File: src/rtl/lenet_layer_sequencer_if.sv
// Control/status bundle between the top-level start/status logic and the layer sequencer.
// Build option SEQ_PERF_CNT_EN adds the layer_cycles/total_cycles performance outputs.
interface lenet_layer_sequencer_if #(
  parameter int NUM_LAYERS = 3,
  parameter int LAYER_W    = 2,
  parameter int TIMEOUT_W  = 20
) ();
  logic                  start;
  logic                  abort;
  logic [TIMEOUT_W-1:0]  timeout_lim;
  logic [NUM_LAYERS-1:0] layer_finish;
  logic [NUM_LAYERS-1:0] layer_en;
  logic [LAYER_W-1:0]    cur_layer;
  logic                  busy;
  logic                  done;
  logic                  err;
  logic [LAYER_W-1:0]    err_layer;
`ifdef SEQ_PERF_CNT_EN
  logic [31:0]           layer_cycles;
  logic [31:0]           total_cycles;
`endif

  modport master (
    output start, abort, timeout_lim, layer_finish,
`ifdef SEQ_PERF_CNT_EN
    input  layer_cycles, total_cycles,
`endif
    input  layer_en, cur_layer, busy, done, err, err_layer
  );

  modport slave (
    input  start, abort, timeout_lim, layer_finish,
`ifdef SEQ_PERF_CNT_EN
    output layer_cycles, total_cycles,
`endif
    output layer_en, cur_layer, busy, done, err, err_layer
  );
endinterface

File: src/rtl/lenet_layer_sequencer.sv
// Runs NUM_LAYERS LeNet layers in order with dead gaps, per-layer watchdog, abort and done pulse.
// Build option SEQ_PERF_CNT_EN adds saturating per-layer and per-run cycle counters.
module lenet_layer_sequencer #(
  parameter int NUM_LAYERS = 3,
  parameter int LAYER_W    = 2,
  parameter int TIMEOUT_W  = 20,
  parameter int GAP_CYCLES = 2
) (
  input  logic                   clk,
  input  logic                   rst,
  lenet_layer_sequencer_if.slave sif,
  output logic [2:0]             o_dbg_state
);

  localparam int GAP_W = (GAP_CYCLES > 1) ? $clog2(GAP_CYCLES) : 1;

  typedef enum logic [2:0] {
    S_IDLE = 3'd0,
    S_RUN  = 3'd1,
    S_GAP  = 3'd2,
    S_DONE = 3'd3,
    S_ERR  = 3'd4
  } state_t;

  state_t                r_state;
  logic [NUM_LAYERS-1:0] r_layer_en;
  logic [LAYER_W-1:0]    r_cur_layer;
  logic                  r_busy;
  logic                  r_done;
  logic                  r_err;
  logic [LAYER_W-1:0]    r_err_layer;
  logic [TIMEOUT_W-1:0]  r_wd_cnt;
  logic [GAP_W-1:0]      r_gap_cnt;

  logic w_fin;
  logic w_last;
  logic w_tmo;
  logic w_start;
  logic w_gap_end;

  // Layer handshake: layer_en[k] is held until the layer raises layer_finish[k]; finish is
  // sampled only while RUN k, so extra or lingering finish bits never advance the sequence.
  assign w_fin     = sif.layer_finish[r_cur_layer];
  assign w_last    = (r_cur_layer == LAYER_W'(NUM_LAYERS - 1));
  assign w_tmo     = (sif.timeout_lim != '0) && (r_wd_cnt >= (sif.timeout_lim - TIMEOUT_W'(1)));
  assign w_start   = sif.start && !sif.abort;
  assign w_gap_end = (r_gap_cnt == GAP_W'(GAP_CYCLES - 1));

  always_ff @(posedge clk) begin
    if (!rst) begin
      r_state     <= S_IDLE;
      r_layer_en  <= '0;
      r_cur_layer <= '0;
      r_busy      <= 1'b0;
      r_done      <= 1'b0;
      r_err       <= 1'b0;
      r_err_layer <= '0;
      r_wd_cnt    <= '0;
      r_gap_cnt   <= '0;
    end else begin
      r_done <= 1'b0;
      case (r_state)
        S_IDLE: begin
          if (w_start) begin
            r_state     <= S_RUN;
            r_cur_layer <= '0;
            r_layer_en  <= NUM_LAYERS'(1);
            r_busy      <= 1'b1;
            r_wd_cnt    <= '0;
          end
        end

        S_RUN: begin
          if (sif.abort) begin
            r_state    <= S_IDLE;
            r_layer_en <= '0;
            r_busy     <= 1'b0;
            r_err      <= 1'b0;
          end else if (w_fin) begin
            r_layer_en <= '0;
            r_wd_cnt   <= '0;
            if (w_last) begin
              r_state <= S_DONE;
              r_busy  <= 1'b0;
              r_done  <= 1'b1;
            end else begin
              r_state   <= S_GAP;
              r_gap_cnt <= '0;
            end
          end else if (w_tmo) begin
            r_state     <= S_ERR;
            r_layer_en  <= '0;
            r_busy      <= 1'b0;
            r_err       <= 1'b1;
            r_err_layer <= r_cur_layer;
          end else if (r_wd_cnt != '1) begin
            // saturate rather than wrap so a disabled watchdog never re-arms spuriously
            r_wd_cnt <= r_wd_cnt + 1'b1;
          end
        end

        S_GAP: begin
          if (sif.abort) begin
            r_state <= S_IDLE;
            r_busy  <= 1'b0;
            r_err   <= 1'b0;
          end else if (w_gap_end) begin
            r_state     <= S_RUN;
            r_cur_layer <= r_cur_layer + 1'b1;
            r_layer_en  <= NUM_LAYERS'(1) << (r_cur_layer + 1'b1);
            r_wd_cnt    <= '0;
          end else begin
            r_gap_cnt <= r_gap_cnt + 1'b1;
          end
        end

        S_DONE: begin
          r_state <= S_IDLE;
          r_err   <= 1'b0;
        end

        S_ERR: begin
          if (sif.abort) begin
            r_state <= S_IDLE;
            r_err   <= 1'b0;
          end else if (sif.start) begin
            r_state     <= S_RUN;
            r_err       <= 1'b0;
            r_cur_layer <= '0;
            r_layer_en  <= NUM_LAYERS'(1);
            r_busy      <= 1'b1;
            r_wd_cnt    <= '0;
          end
        end

        default: begin
          r_state    <= S_IDLE;
          r_layer_en <= '0;
          r_busy     <= 1'b0;
        end
      endcase
    end
  end

  assign sif.layer_en  = r_layer_en;
  assign sif.cur_layer = r_cur_layer;
  assign sif.busy      = r_busy;
  assign sif.done      = r_done;
  assign sif.err       = r_err;
  assign sif.err_layer = r_err_layer;
  assign o_dbg_state   = r_state;

`ifdef SEQ_PERF_CNT_EN
  logic [31:0] r_layer_cycles;
  logic [31:0] r_total_cycles;
  logic [31:0] r_lay_cnt;
  logic [31:0] r_tot_cnt;
  logic        w_accept;
  logic        w_run_live;

  function automatic logic [31:0] sat_inc(input logic [31:0] v);
    return (v == 32'hFFFF_FFFF) ? v : v + 32'd1;
  endfunction

  assign w_accept   = ((r_state == S_IDLE) || (r_state == S_ERR)) && w_start;
  assign w_run_live = (r_state == S_RUN) && !sif.abort;

  // r_lay_cnt holds enable cycles already completed in this layer; the finish cycle adds one.
  // r_tot_cnt starts at 1 to include the start-accept cycle itself.
  always_ff @(posedge clk) begin
    if (!rst) begin
      r_layer_cycles <= '0;
      r_total_cycles <= '0;
      r_lay_cnt      <= '0;
      r_tot_cnt      <= '0;
    end else if (w_accept) begin
      r_layer_cycles <= '0;
      r_total_cycles <= '0;
      r_lay_cnt      <= '0;
      r_tot_cnt      <= 32'd1;
    end else begin
      r_lay_cnt <= (w_run_live && !w_fin) ? sat_inc(r_lay_cnt) : '0;
      if (((r_state == S_RUN) || (r_state == S_GAP)) && !sif.abort) begin
        r_tot_cnt <= sat_inc(r_tot_cnt);
      end
      if (w_run_live && w_fin) begin
        r_layer_cycles <= sat_inc(r_lay_cnt);
        if (w_last) begin
          r_total_cycles <= sat_inc(r_tot_cnt);
        end
      end
    end
  end

  assign sif.layer_cycles = r_layer_cycles;
  assign sif.total_cycles = r_total_cycles;
`endif

endmodule
File: src/flat_wrapper.sv
// flat-port wrapper written by rule: the top's interface ports become plain ports
module lenet_layer_sequencer_flat 
#(
  parameter int NUM_LAYERS = 3,
  parameter int LAYER_W    = 2,
  parameter int TIMEOUT_W  = 20,
  parameter int GAP_CYCLES = 2
)
  (clk, rst, o_dbg_state, sif_start, sif_abort, sif_timeout_lim, sif_layer_finish, sif_layer_en, sif_cur_layer, sif_busy, sif_done, sif_err, sif_err_layer);
  lenet_layer_sequencer_if #(.NUM_LAYERS(NUM_LAYERS), .LAYER_W(LAYER_W), .TIMEOUT_W(TIMEOUT_W)) sif_i ();
  input  logic clk;
  input  logic rst;
  output logic [2:0] o_dbg_state;
  input wire logic [$bits(sif_i.start)-1:0] sif_start;
  input wire logic [$bits(sif_i.abort)-1:0] sif_abort;
  input wire logic [$bits(sif_i.timeout_lim)-1:0] sif_timeout_lim;
  input wire logic [$bits(sif_i.layer_finish)-1:0] sif_layer_finish;
  output wire logic [$bits(sif_i.layer_en)-1:0] sif_layer_en;
  output wire logic [$bits(sif_i.cur_layer)-1:0] sif_cur_layer;
  output wire logic [$bits(sif_i.busy)-1:0] sif_busy;
  output wire logic [$bits(sif_i.done)-1:0] sif_done;
  output wire logic [$bits(sif_i.err)-1:0] sif_err;
  output wire logic [$bits(sif_i.err_layer)-1:0] sif_err_layer;
  assign sif_i.start = sif_start;
  assign sif_i.abort = sif_abort;
  assign sif_i.timeout_lim = sif_timeout_lim;
  assign sif_i.layer_finish = sif_layer_finish;
  assign sif_layer_en = sif_i.layer_en;
  assign sif_cur_layer = sif_i.cur_layer;
  assign sif_busy = sif_i.busy;
  assign sif_done = sif_i.done;
  assign sif_err = sif_i.err;
  assign sif_err_layer = sif_i.err_layer;
  lenet_layer_sequencer #(.NUM_LAYERS(NUM_LAYERS), .LAYER_W(LAYER_W), .TIMEOUT_W(TIMEOUT_W), .GAP_CYCLES(GAP_CYCLES)) u_core (.clk(clk), .rst(rst), .sif(sif_i), .o_dbg_state(o_dbg_state));
endmodule
File: config.mk
export PLATFORM = sky130hd
export DESIGN_NAME = lenet_layer_sequencer_flat
export DESIGN_NICKNAME = d
export VERILOG_FILES = /design/src/rtl/lenet_layer_sequencer_if.sv /design/src/rtl/lenet_layer_sequencer.sv /design/src/flat_wrapper.sv
export SDC_FILE = /design/constraint.sdc
export NUM_CORES = 1
export LEC_CHECK = 0
export ABC_AREA = 1
export BUFFER_PORTS_ARGS = -buffer_cell sky130_fd_sc_hd__buf_2
export CORE_MARGIN = 3
export CORE_UTILIZATION = 55
export DETAILED_ROUTE_END_ITERATION = 10
export PLACE_DENSITY_LB_ADDON = 0.15
export SYNTH_ARGS = -nofsm -noshare
export SYNTH_HDL_FRONTEND = slang
export SYNTH_SLANG_ARGS = --single-unit
File: constraint.sdc
create_clock -name clk -period 3.8 [get_ports clk]
set_input_delay 0 -clock clk [delete_from_list [all_inputs] [get_ports clk]]
set_output_delay 0 -clock clk [all_outputs]
set_load 0.02 [all_outputs]
; ---- Word level (Yosys, flattened, before mapping)
; Index checks and enable logic that the tools add are counted.
[totals]
ff_bits = 34
inputBits = 27
out_inout_bits = 13
[classes]
n_addsub = 4
magnitude_cmp = 2
n_eq_ne = 23
shift = 1
n_mux = 57
bitwise_logic = 5
n_reduce_logical = 18
[op_table]
columns = op, count
row1 = $mux 20, 9
row2 = $pmux 20 s4, 1
row3 = $mux 3, 14
row4 = $mux 1, 21
row5 = $add 20x1->20 const B, 1
row6 = $ge 20x20->1, 1
row7 = $ne 20x20->1 const B, 1
row8 = $reduce_bool 20->1, 1
row9 = $sub 20x1->20 const B, 1
row10 = $pmux 3 s5, 1
row11 = $reduce_and 7->1, 2
row12 = $ne 2x2->1 const B, 6
row13 = $pmux 3 s4, 1
row14 = $mux 2, 5
row15 = $reduce_and 5->1, 2
row16 = $ne 3x2->1 const B, 3
row17 = $reduce_and 9->1, 1
row18 = $reduce_and 4->1, 2
row19 = $reduce_bool 4->1, 2
row20 = $eq 3x2->1 const B, 2
row21 = $ne 2x1->1 const B, 3
row22 = $ne 3x3->1 const B, 2
row23 = $pmux 2 s3, 1
row24 = $reduce_and 6->1, 1
row25 = other kinds (21), 26

; ---- Logic depth before layout (Yosys ltp)
[depth]
ltp_word = 7
depth_mapped = 23

; ---- Least setup slack after synthesis
; No wires, ideal clock.
[synth_path]
kind = input-to-reg
start = in sif_timeout_lim[2]
end = reg u_core.r_wd_cnt[2]
setup_ns = 0.114
arrival_ns = 2.707
slack_ns = 0.979
cell_stages = 23
path_buffers = 1
path_cell_list = nor2_1 nand2_1 nor2_1 nand2_1 nor3_1 nand2_1 nor3_1 nand2_1 xnor2_1 inv_1 ha_1 nand2_1 nor2_1 nand2_1 nor2_1 nand2_1 nand4_1 nand3_2 nand2_8 inv_4 buf_6 nor2_1 nor2_1
[synth_via]
elab_chain_len = 5
elab_cells_between_ends = 6
cone_classes = 1 x add/sub / 1 x order compare / 1 x eq/ne / 3 x reduce/logical
[synth_lines]
columns = item, line
row1 = from (decl), flat_wrapper.sv:16  ; input wire logic [$bits(sif_i.timeout_lim)-1:0] sif_timeout_lim;
row2 = $sub 20x1->20, lenet_layer_sequencer.sv:45  ; assign w_tmo = (sif.timeout_lim != '0) && (r_wd_cnt >= (sif.timeout_lim - TIMEOUT_W'(1)));
row3 = $ge 20x20->1, lenet_layer_sequencer.sv:45
row4 = $logic_and 1x1->1 (*), lenet_layer_sequencer.sv:45
row5 = $ne 3x2->1 (no line) (*), n/a
row6 = $reduce_and 9->1 (no line) (*), n/a
row7 = to (signal assigned), lenet_layer_sequencer.sv:98  ; r_wd_cnt <= r_wd_cnt + 1'b1;
row8 = to (decl), lenet_layer_sequencer.sv:32  ; logic [TIMEOUT_W-1:0] r_wd_cnt;
; Every way passes the cells marked *; elsewhere a longest branch is shown, timed or not.
; A chain may end at the register's enable or synchronous reset.

; ---- Worst setup path after layout
[layout_path]
start = in sif_timeout_lim[2]
end = reg u_core.r_wd_cnt[10]
; Same word-level chain as after synthesis.

==> metrics.txt <==
Vias=3,122; synthesized cell area=3100 sq um; crit-path most repeated cell=nand2_1; synth unique cells=39; vias per cell=5.13; GRT Overall Usage=22.7%; die extent in y=81.0 um; Sw Share=41.9%; Finish-stage setup viols=0; total congestion overflow=0; H-tree depth=2; Final #Nets=591; setup_tns=0 ns; Synth Warn #=0; placed inst area=3330 sq um; global-route wire length before repair=11.8 mm; num rows=26; die area=roughly 6600 sq um; # Post-CTS Setup Buffers=0; status=complete, no violations; post-synthesis average cell area=6.18 sq um; CTS clk-pin slew, worst paths=approximately 0.07 ns; # diodes=0; post-synth top area cell=dfxtp_1; clock skew=about 0.009 ns; input/output buffers=39; Boundary Pins=40; cell count after synthesis=501; Max Cap Viol=0; Int Power=0.723 mW; vias in the first global route=2,830; Comb pwr share=39.5%; final hold vios=0; clock sink count=34; flops & latches, synth=34; Critical Path RT=3.98 ns; routed wire length per instance=11.5 um; pin count of the biggest net entering global routing=22; Initial DRT Pass Iterations=4; share of cells above drive strength 1=11.5%; hold_ws=between 0.02 and 0.03 ns; Leak Pwr=1.63 nW; Final Max Tran Viols=0; count leader, synth=nand2_1; Primary FF master, synth=dfxtp_1; clock power share=20.5%; Flop pwr share=roughly two fifths; VDD IR-drop max=between 300 and 400 uV; CTS Buf Count=5; CP cell instances=buf_2, nor2_1, nand2_1, nor2_1, nand2_1, nor3_1, nand2_1, nor3_1, nand2_1, xnor2_1, inv_1, ha_1, nand2_1, nor2_1, nand2_1, nor2_1, nand2_1, nand4_1, nand3_2, nand2_8, inv_4, nor2_1, nor2_1; DRC=0; fin area=between 3000 and 4000 sq um; RSZ-0062 raised after global routing=no; Total Routed Length=between 6 and 7 mm; clock tree buffer depth=2; GP Congestion=0.890; pwr dens=366 nW/um^2; ranking of synthesized cells by area=dfxtp_1 22%, nand2_1 15%, nor2_1 12%; share of flip-flops with an asynchronous set or reset=0%; post_cts resized=0; CTS Hold Bufs=0; CP Class=in2reg; syn nets=554; Post-DP HPWL=between 5 and 6 mm; Synth top area share=approximately 22%; worst skew pair latency=~0.29 ns; Hold/Removal Path Class=in2reg; internal reg-to-reg setup slack=approximately 1.5 ns; number of synthesized flops with an enable pin=0; width of the die=81.0 um; min Tclk post-route=3.02 ns; initial antenna violation count=0; CTS root buf=clkbuf_8; Slew @ Worst Pin=0.601 ns; crit path DAT=3.20 ns; core area=5270 sq um; Post-DRT Antenna Nets=0; drt initial violations=253; CTS tree=built; maximum fanout along the worst path=18; f_max=between 0.3 and 0.4 GHz; Setup crit start kind=input pin; Net Sw Power=0.522 mW; Slew HR=59.9%; Critical Path Slowest Stage Cell=ha_1; Slowest Stage Delay on Critical Path=0.29 ns; most instantiated cells after synthesis=120 x nand2_1, 99 x nor2_1, 66 x inv_1; sequential area share after synthesis=22.0%; Area growth, synth to finish=9.94%; period utilisation layout=79.5%; Initial Util=58.7%; CP endpoint kind=flop
-- power groups by stage --
| stage | Combinational, mW | Sequential (mW) | Clock (mW) |
|---|---|---|---|
| global placement | 0.476 | 0.502 | 0 |
| finish | 0.493 | 0.498 | 0.255 |
| global route | 0.574 | 0.509 | 0.274 |
| CTS | 0.497 | 0.496 | 0.262 |
| detailed placement | 0.494 | 0.504 | 0 |
| floorplan | 0.389 | 0.490 | 0 |
-- flip-flops by register name, summed over array words and instances, names as in the netlist --
signal	cells
u_core.sif.err	1
u_core.sif.done	1
u_core.sif.err_layer	2
u_core.r_wd_cnt	20
u_core.sif.layer_en	3
u_core.o_dbg_state	3
u_core.sif.busy	1
u_core.r_gap_cnt	1
u_core.sif.cur_layer	2
-- per-layer routing --
layer  vias up  track usage, %  wire length [um]
met1      1353            27.5              3170
met4         0            8.95               148
met3        13            3.33               378
met2        85            40.1              3280
met5         -               0                 0
li1       1671               -                 -
-- layout make-up --
class / count / area (sq um)
sequential: 34 / 681
timing repair buffer: 39 / 195
inverter: 71 / 269
fill: 516 / 1870
tap: 70 / 87.6
clock buffer: 7 / 76.3
multi-input combinational: 387 / 2090
-- worst max-delay path: cells and delay by family --
kind	cells	cell delay, ns
adder cells (fa/ha/maj)	1	0.29
AND/OR/NAND/NOR	18	2.44
XOR/XNOR	1	0.15
buffers and inverters	3	0.29
-- cells by family after synthesis --
logic type / after synthesis / share of synthesized area (%)
adder cells (fa/ha/maj): 26 / 10.5
AO/OA/AOI/OAI: 55 / 11.1
XOR/XNOR: 20 / 5.66
buffers and inverters: 80 / 10.3
AND/OR/NAND/NOR: 286 / 40.4
flip-flops: 34 / 22.0
-- per-stage QoR --
step | setup WS, ns | util [%] | std cells | total power [mW]
5_1_grt | 0.313 | 64.6 | 608 | 1.36
4_1_cts | 0.792 | 64.6 | 608 | 1.25
2_1_floorplan | 0.979 | - | 501 | 0.879
3_5_place_dp | 0.500 | 63.1 | 601 | 0.998
3_3_place_gp | 0.580 | 63.1 | 601 | 0.979
6_report | 0.781 | 64.6 | 608 | 1.25
-- final timing paths --
kind,from,endpoint,cells past startpoint
min,sif_start,u_core.o_dbg_state[2],4
max reg2reg,u_core.sif.cur_layer[1],u_core.r_wd_cnt[10],11
max,sif_timeout_lim[2],u_core.r_wd_cnt[10],23
min reg2reg,u_core.sif.err_layer[1],u_core.sif.err_layer[1],2
-- placed cells by master, fill, tap and decap left out, types with 3 or more instances in the layout --
cell / netlist / layout
xor2_1: 13 / 13
o21ai_0: 6 / 6
nand2_1: 120 / 120
dfxtp_1: 34 / 34
o21bai_1: 12 / 12
nand4_1: 5 / 5
inv_1: 66 / 66
a21oi_1: 26 / 26
xnor2_1: 7 / 7
clkbuf_8: 0 / 5
nor3_1: 13 / 13
nand3b_1: 3 / 3
nand3_1: 30 / 30
buf_2: 2 / 39
inv_2: 4 / 4
nor2_1: 99 / 99
ha_1: 26 / 26
Note: power is estimated with default switching activity, not from simulation.
